[src/rtl/moo_arb.sv]
`default_nettype none
// ============================================================================
//  Module   : moo_arb
//  Purpose  : Two-requester job arbiter/sequencer for the shared moo_cu engine.
//             Grants whole jobs round-robin, latches the winner's descriptor,
//             issues a one-cycle moo_en, routes the winner's data-in/data-out/
//             additional-data streams to the engine while running, and
//             releases the engine with a one-cycle moo_clr on completion,
//             watchdog timeout or cancel.
//  Ports    : clk, rst (async, active-high)
//             req/req_op/req_add/req_ksz      - per-requester job requests
//             gnt/busy/done/err               - requester status
//             di_*, do_*, ad_*                - per-requester streams
//                                               (do_data is the broadcast
//                                               data-out bus, 2*DW wide)
//             moo_en/clr/op/add, key_size     - engine control
//             moo_rdy/moo_done                - engine status
//             moo_di_*, moo_do_*, moo_add_*   - engine-side streams
//  Revision : 1.0 - initial release
// ============================================================================
module moo_arb #(
   parameter int             DW     = 128,
   parameter int             TO_W   = 16,
   parameter logic [TO_W-1:0] TO_MAX = 16'hFFFF
) (
   input  logic              clk,
   input  logic              rst,
   input  logic [1:0]        req,
   input  logic [7:0]        req_op,
   input  logic [1:0]        req_add,
   input  logic [3:0]        req_ksz,
   output logic [1:0]        gnt,
   output logic              busy,
   output logic [1:0]        done,
   output logic [1:0]        err,
   input  logic [1:0]        di_vld,
   input  logic [1:0]        di_lst,
   input  logic [2*DW-1:0]   di,
   output logic [1:0]        di_rdy,
   input  logic [1:0]        do_rdy,
   output logic [1:0]        do_vld,
   output logic [2*DW-1:0]   do_data,
   input  logic [1:0]        ad_vld,
   input  logic [1:0]        ad_lst,
   input  logic [2*DW-1:0]   ad,
   output logic [1:0]        ad_rdy,
   output logic              moo_en,
   output logic              moo_clr,
   output logic [3:0]        moo_op,
   output logic              moo_add,
   output logic [1:0]        key_size,
   input  logic              moo_rdy,
   input  logic              moo_done,
   output logic              moo_di_vld,
   output logic              moo_di_lst,
   output logic [DW-1:0]     moo_di,
   input  logic              moo_di_rdy,
   input  logic              moo_do_vld,
   input  logic [DW-1:0]     moo_do,
   output logic              moo_do_rdy,
   output logic              moo_add_vld,
   output logic              moo_add_lst,
   output logic [DW-1:0]     moo_add_d,
   input  logic              moo_add_rdy
);

   typedef enum logic [2:0] {
      S_IDLE  = 3'd0,
      S_ISSUE = 3'd1,
      S_RUN   = 3'd2,
      S_REL   = 3'd3,
      S_ABORT = 3'd4
   } state_t;

   state_t            state_q, state_d;
   logic              g_q, g_d;        // index of the granted requester
   logic              lp_q, lp_d;      // last-granted requester
   logic [1:0]        gnt_q, gnt_d;
   logic [3:0]        op_q, op_d;
   logic              add_q, add_d;
   logic [1:0]        ksz_q, ksz_d;
   logic              to_q, to_d;      // abort was caused by the watchdog
   logic [TO_W-1:0]   wd_q, wd_d;

   logic              win;
   logic              hs;
   logic              wd_hit;

   always_ff @(posedge clk or posedge rst) begin
      if (rst) begin
         state_q <= S_IDLE;
         g_q     <= 1'b0;
         lp_q    <= 1'b1;
         gnt_q   <= 2'b00;
         op_q    <= 4'h0;
         add_q   <= 1'b0;
         ksz_q   <= 2'b00;
         to_q    <= 1'b0;
         wd_q    <= '0;
      end else begin
         state_q <= state_d;
         g_q     <= g_d;
         lp_q    <= lp_d;
         gnt_q   <= gnt_d;
         op_q    <= op_d;
         add_q   <= add_d;
         ksz_q   <= ksz_d;
         to_q    <= to_d;
         wd_q    <= wd_d;
      end
   end

   // Any engine-side transfer on the granted streams counts as progress.
   assign hs = (di_vld[g_q] & moo_di_rdy) |
               (moo_do_vld & do_rdy[g_q]) |
               (ad_vld[g_q] & moo_add_rdy);

   assign wd_hit = (TO_MAX != '0) && (wd_q == TO_MAX);

   always_comb begin
      state_d     = state_q;
      g_d         = g_q;
      lp_d        = lp_q;
      gnt_d       = gnt_q;
      op_d        = op_q;
      add_d       = add_q;
      ksz_d       = ksz_q;
      to_d        = to_q;
      wd_d        = '0;
      win         = 1'b0;
      moo_en      = 1'b0;
      moo_clr     = 1'b0;
      done        = 2'b00;
      err         = 2'b00;
      di_rdy      = 2'b00;
      do_vld      = 2'b00;
      do_data     = '0;
      ad_rdy      = 2'b00;
      moo_di_vld  = 1'b0;
      moo_di_lst  = 1'b0;
      moo_di      = '0;
      moo_do_rdy  = 1'b0;
      moo_add_vld = 1'b0;
      moo_add_lst = 1'b0;
      moo_add_d   = '0;

      case (state_q)
         S_IDLE: begin
            if (moo_rdy && (req != 2'b00)) begin
               // Tie goes to the requester that was not served last.
               win     = (req == 2'b11) ? ~lp_q : req[1];
               g_d     = win;
               gnt_d   = win ? 2'b10 : 2'b01;
               op_d    = win ? req_op[7:4]  : req_op[3:0];
               add_d   = win ? req_add[1]   : req_add[0];
               ksz_d   = win ? req_ksz[3:2] : req_ksz[1:0];
               to_d    = 1'b0;
               state_d = S_ISSUE;
            end
         end

         S_ISSUE: begin
            moo_en  = 1'b1;
            state_d = S_RUN;
         end

         S_RUN: begin
            moo_di_vld     = di_vld[g_q];
            moo_di_lst     = di_lst[g_q];
            moo_di         = di[g_q*DW +: DW];
            di_rdy[g_q]    = moo_di_rdy;
            do_vld[g_q]    = moo_do_vld;
            do_data        = {2{moo_do}};
            moo_do_rdy     = do_rdy[g_q];
            moo_add_vld    = ad_vld[g_q];
            moo_add_lst    = ad_lst[g_q];
            moo_add_d      = ad[g_q*DW +: DW];
            ad_rdy[g_q]    = moo_add_rdy;

            wd_d = hs ? '0 : wd_q + 1'b1;

            if (!req[g_q]) begin
               to_d    = 1'b0;
               state_d = S_ABORT;
            end else if (wd_hit) begin
               to_d    = 1'b1;
               state_d = S_ABORT;
            end else if (moo_done || moo_rdy) begin
               // moo_rdy alone ends jobs that never raise moo_done.
               state_d = S_REL;
            end
         end

         S_REL: begin
            moo_clr    = 1'b1;
            done[g_q]  = 1'b1;
            lp_d       = g_q;
            gnt_d      = 2'b00;
            state_d    = S_IDLE;
         end

         S_ABORT: begin
            moo_clr    = 1'b1;
            err[g_q]   = to_q;
            lp_d       = g_q;
            gnt_d      = 2'b00;
            state_d    = S_IDLE;
         end

         default: state_d = S_IDLE;
      endcase
   end

   assign gnt      = gnt_q;
   assign busy     = (state_q != S_IDLE);
   assign moo_op   = op_q;
   assign moo_add  = add_q;
   assign key_size = ksz_q;

endmodule
`default_nettype wire

[config.mk]
export PLATFORM = sky130hd
export DESIGN_NAME = moo_arb
export DESIGN_NICKNAME = d
export VERILOG_FILES = /design/src/rtl/moo_arb.sv
export SDC_FILE = /design/constraint.sdc
export NUM_CORES = 1
export LEC_CHECK = 0
export ABC_CLOCK_PERIOD_IN_PS = 1700
export CAP_MARGIN = 5
export CELL_PAD_IN_SITES_DETAIL_PLACEMENT = 1
export CELL_PAD_IN_SITES_GLOBAL_PLACEMENT = 1
export CORE_AREA = 5 5 473 475
export CTS_BUF_LIST = sky130_fd_sc_hd__clkbuf_8
export DETAILED_ROUTE_END_ITERATION = 8
export DIE_AREA = 0 0 478 480
export PLACE_DENSITY = 0.39
export SETUP_SLACK_MARGIN = 0.15
export SLEW_MARGIN = 30
export SYNTH_ARGS = -nofsm -noshare
export SYNTH_HDL_FRONTEND = slang
export SYNTH_SLANG_ARGS = --single-unit
[constraint.sdc]
create_clock -name clk -period 1.7 [get_ports clk]
set_clock_uncertainty 0.05 [all_clocks]
set_input_delay 0.34 -clock clk [delete_from_list [all_inputs] [get_ports clk]]
set_output_delay 0.34 -clock clk [all_outputs]
set_load 0.005 [all_outputs]
==> results of run 1 <==
-- final timing paths --
path / endpoint / slack [ps] / depth (start not counted)
setup / recovery: moo_di[84] / -860 / 6
hold / removal: g_q / 330 / 3
setup reg to reg: wd_q[2] / -680 / 10
hold reg to reg: moo_op[3] / 450 / 2
max in group asynchronous: lp_q / 1000 / 3
min in group clk: moo_op[3] / 450 / 2
-- registers in the layout (all words and copies together), names as in the netlist --
name / count
wd_q: 16
to_q: 1
gnt: 2
state_q: 3
moo_op: 4
moo_add: 1
lp_q: 1
key_size: 2
g_q: 1
-- cell families (layout without fill, tap and decap cells) --
family                   count (synthesis)  count (layout)
other                                    0              16
flip-flops                              31              31
AND/OR/NAND/NOR                        471             471
multiplexers                           271             271
adder cells (fa/ha/maj)                  1               1
AO/OA/AOI/OAI                           17              17
buffers and inverters                  224            1561
XOR/XNOR                                13              13
-- timing repair --
| item | CTS | global route |
|---|---|---|
| pin swaps | 17 | 21 |
| setup endpoints to repair | 569 | 569 |
| gates resized for setup | 409 | 507 |
| cloned | 3 | 12 |
| hold endpoints to repair | 0 | 0 |
| setup buffers | 17 | 69 |
-- layout make-up --
type,instances,area (um2)
diodes,16,40.04
clock buffers,7,96.34
clock inverters,1,7.507
fillers,25612,190300
inverters,3,16.27
multi-input cells,773,6514
flip-flops and latches,31,784.5
well taps,2871,3592
repair buffers,1550,17550
-- metrics by stage --
step	hold slack, ps	total power [mW]	setup WS [ps]	utilization (%)	area, um2
after global routing	350.0	36.78	-885.0	13.06	28570
after CTS	340.1	32.30	-929.2	12.26	26830
final	326.3	34.61	-863.4	13.07	28600
after global placement	414.4	29.56	-838.6	11.78	25780
after floorplan	392.8	8.906	63.47	-	7475
after detailed placement	427.1	29.51	-797.8	11.78	25780
-- power breakdown --
part | total (mW) | switching [mW] | internal [mW]
clock network | 0.777 | 0.406 | 0.371
registers | 1.08 | 0.166 | 0.914
logic | 32.8 | 15.7 | 17.0
total | 34.6 | 16.3 | 18.3
-- layer usage --
metal	track usage, %	vias to the layer above
li1	-	6065
met1	15.85	6546
met2	23.15	908
met3	8.462	135
met4	0.9628	44
met5	0	-
-- cells in the mapped netlist, drive strengths merged --
library cell | n | area, um2
a21boi | 1 | 7.510
a21o | 1 | 7.510
a21oi | 1 | 5.000
a22o | 1 | 8.760
a22oi | 1 | 7.510
and2 | 2 | 12.51
and3 | 138 | 863.3
and4 | 3 | 26.28
buf | 174 | 1207
clkbuf | 47 | 176.4
dfrtp | 30 | 750.7
dfstp | 1 | 26.28
ha | 1 | 12.51
inv | 3 | 11.26
mux2 | 4 | 48.79
mux2i | 267 | 2673
nand2 | 16 | 60.06
nand2b | 1 | 6.260
nand3 | 6 | 35.03
nand4 | 6 | 37.54
nor2 | 285 | 1077
nor2b | 2 | 15.02
nor3 | 5 | 30.03
nor3b | 1 | 7.510
nor4 | 2 | 12.51
o21ai | 12 | 67.56
or2 | 1 | 6.260
or3 | 3 | 23.77
xnor2 | 6 | 52.55
xor2 | 7 | 61.31
-- tightest hold or removal path, stage by stage --
cell             delay (ps)
clkdlybuf4s50_1         400
inv_1                    90
buf_12                  230
==> metrics.txt, run 1 <==
antenna-violating nets left=0; crit path capture type=output port; vias in the first global route=~15000; hold-fix buffer count after cts=0; via count=around 14000; # setup viols final=between 500 and 600; most frequent cells in the layout=754 x clkdlybuf4s50_1, 277 x buf_4, 240 x buf_12, 205 x mux2i_1, 185 x nor2_1; adder-cell share of the synthesized area=0.1705%; most common cell after layout, fill and taps aside=clkdlybuf4s50_1; # port buffers=1211; crit share post-route=150.8%; post-synthesis simple-gate area fraction=just over 30%; post-route minimum period=between 2000 and 3000 ps; status=complete, but fails checks; Nets=3038; Unique masters post-synth=41; die area=around 230000 um2; Compound-Gate Fraction of Synth Area=between 1 and 1.5%; CP required=about 1300 ps; Slew headroom=between 60% and 70%; Pleak=between 10 and 15 nW; pin count of the biggest net entering global routing=32; post-detail-place hpwl=between 150000 and 200000 um; gr usage total=about 14%; Die Span Y=~480 um; die width=about 480 um; Max VDD drop=approximately 460 uV; first-pass GRT wire length=200400 um; Worst path slowest cell=dfrtp_4; Synth Area per Inst=7.137 um2; f_max=roughly 400 MHz; CTS tree=done; Slew Viols, Final=0; Rows=172; XOR/XNOR Fraction of Synth Area=under 10%; arrival time at the worst endpoint=about 2200 ps; layout cells sized above 1=40.93%; max-cap violations=0; worst r2r src=g_q; routability cong.=just under 0.9; Worst-path clk slew=between 100 and 150 ps; Top Layer Used=met5; Post-Layout Cell Count=around 5300; Clock Latency Late Sink=roughly 330 ps; CORE AREA=218900 um2; initial DRC count=700; Synth Register Bits=31; Startpoint Class=register; worst hold-check path type=primary input to asynchronous set/reset pin; synth warn=0; GR Overflow Total=0; Crit Path Category=register to output port; slowest stage delay, CP=approximately 560 ps; Worst Max-Slew Pin Slew=491.4 ps; DR vias/cell=between 2 and 3; Detail Route met3 WL=between 20000 and 25000 um; Fin Setup TNS=-344170 ps; Power per Cell Area=1210 nW/um2; I/O pins=~1200; Clk Tree Root Cell=clkbuf_8; total clock buffers created by CTS=5; CP Buf/Inv Count=4; main combinational cell family by area after synthesis=multiplexers; Detailed Route WL=between 150000 and 200000 um; CP Cell Sequence=buf_4 > buf_12 > buf_16 > mux2i_1 > nor2_1 > clkdlybuf4s50_1; final hold vios=0; Critical Path Fanout Max=13; WL met1=roughly 67000 um; register area share after synthesis=10.59%; Bufs on Longest Clock Path=2; failing checks=negative setup slack; post-DR wirelength/cell=32.56 um; met2 WL post-DR=approximately 80000 um; post-layout worst setup margin=-863.4 ps; RSZ-0062 raised after global routing=true; Synth Instances=roughly 1000; Top Family by Delay on Critical Path=buffers and inverters; critical path launch point=g_q; DR DRC count=0; initial antenna violation count=76; starting density of the core=~3.4%; TritonRoute pass-1 iters=4; Area growth syn-to-layout=289.8%; syn nets=~1700; clk sinks=31; Synth Cell Area=7337 um2; CTS HTree Levels=2; placed cells=approximately 5000; mux cell area share after synthesis=a little under two fifths
No activity file was read; power rests on OpenSTA's default activity.
==> run 2, diff against run 1 <==
Settings changed: CAP_MARGIN 5 to 20.
==> results of run 2 <==
Same layout as run 1: the final DEF is identical, and so are final timing and power.
==> run 3, diff against run 2 <==
Settings changed: ABC_AREA set to 0.
==> results of run 3 <==
Same layout as run 1: the final DEF is identical, and so are final timing and power.
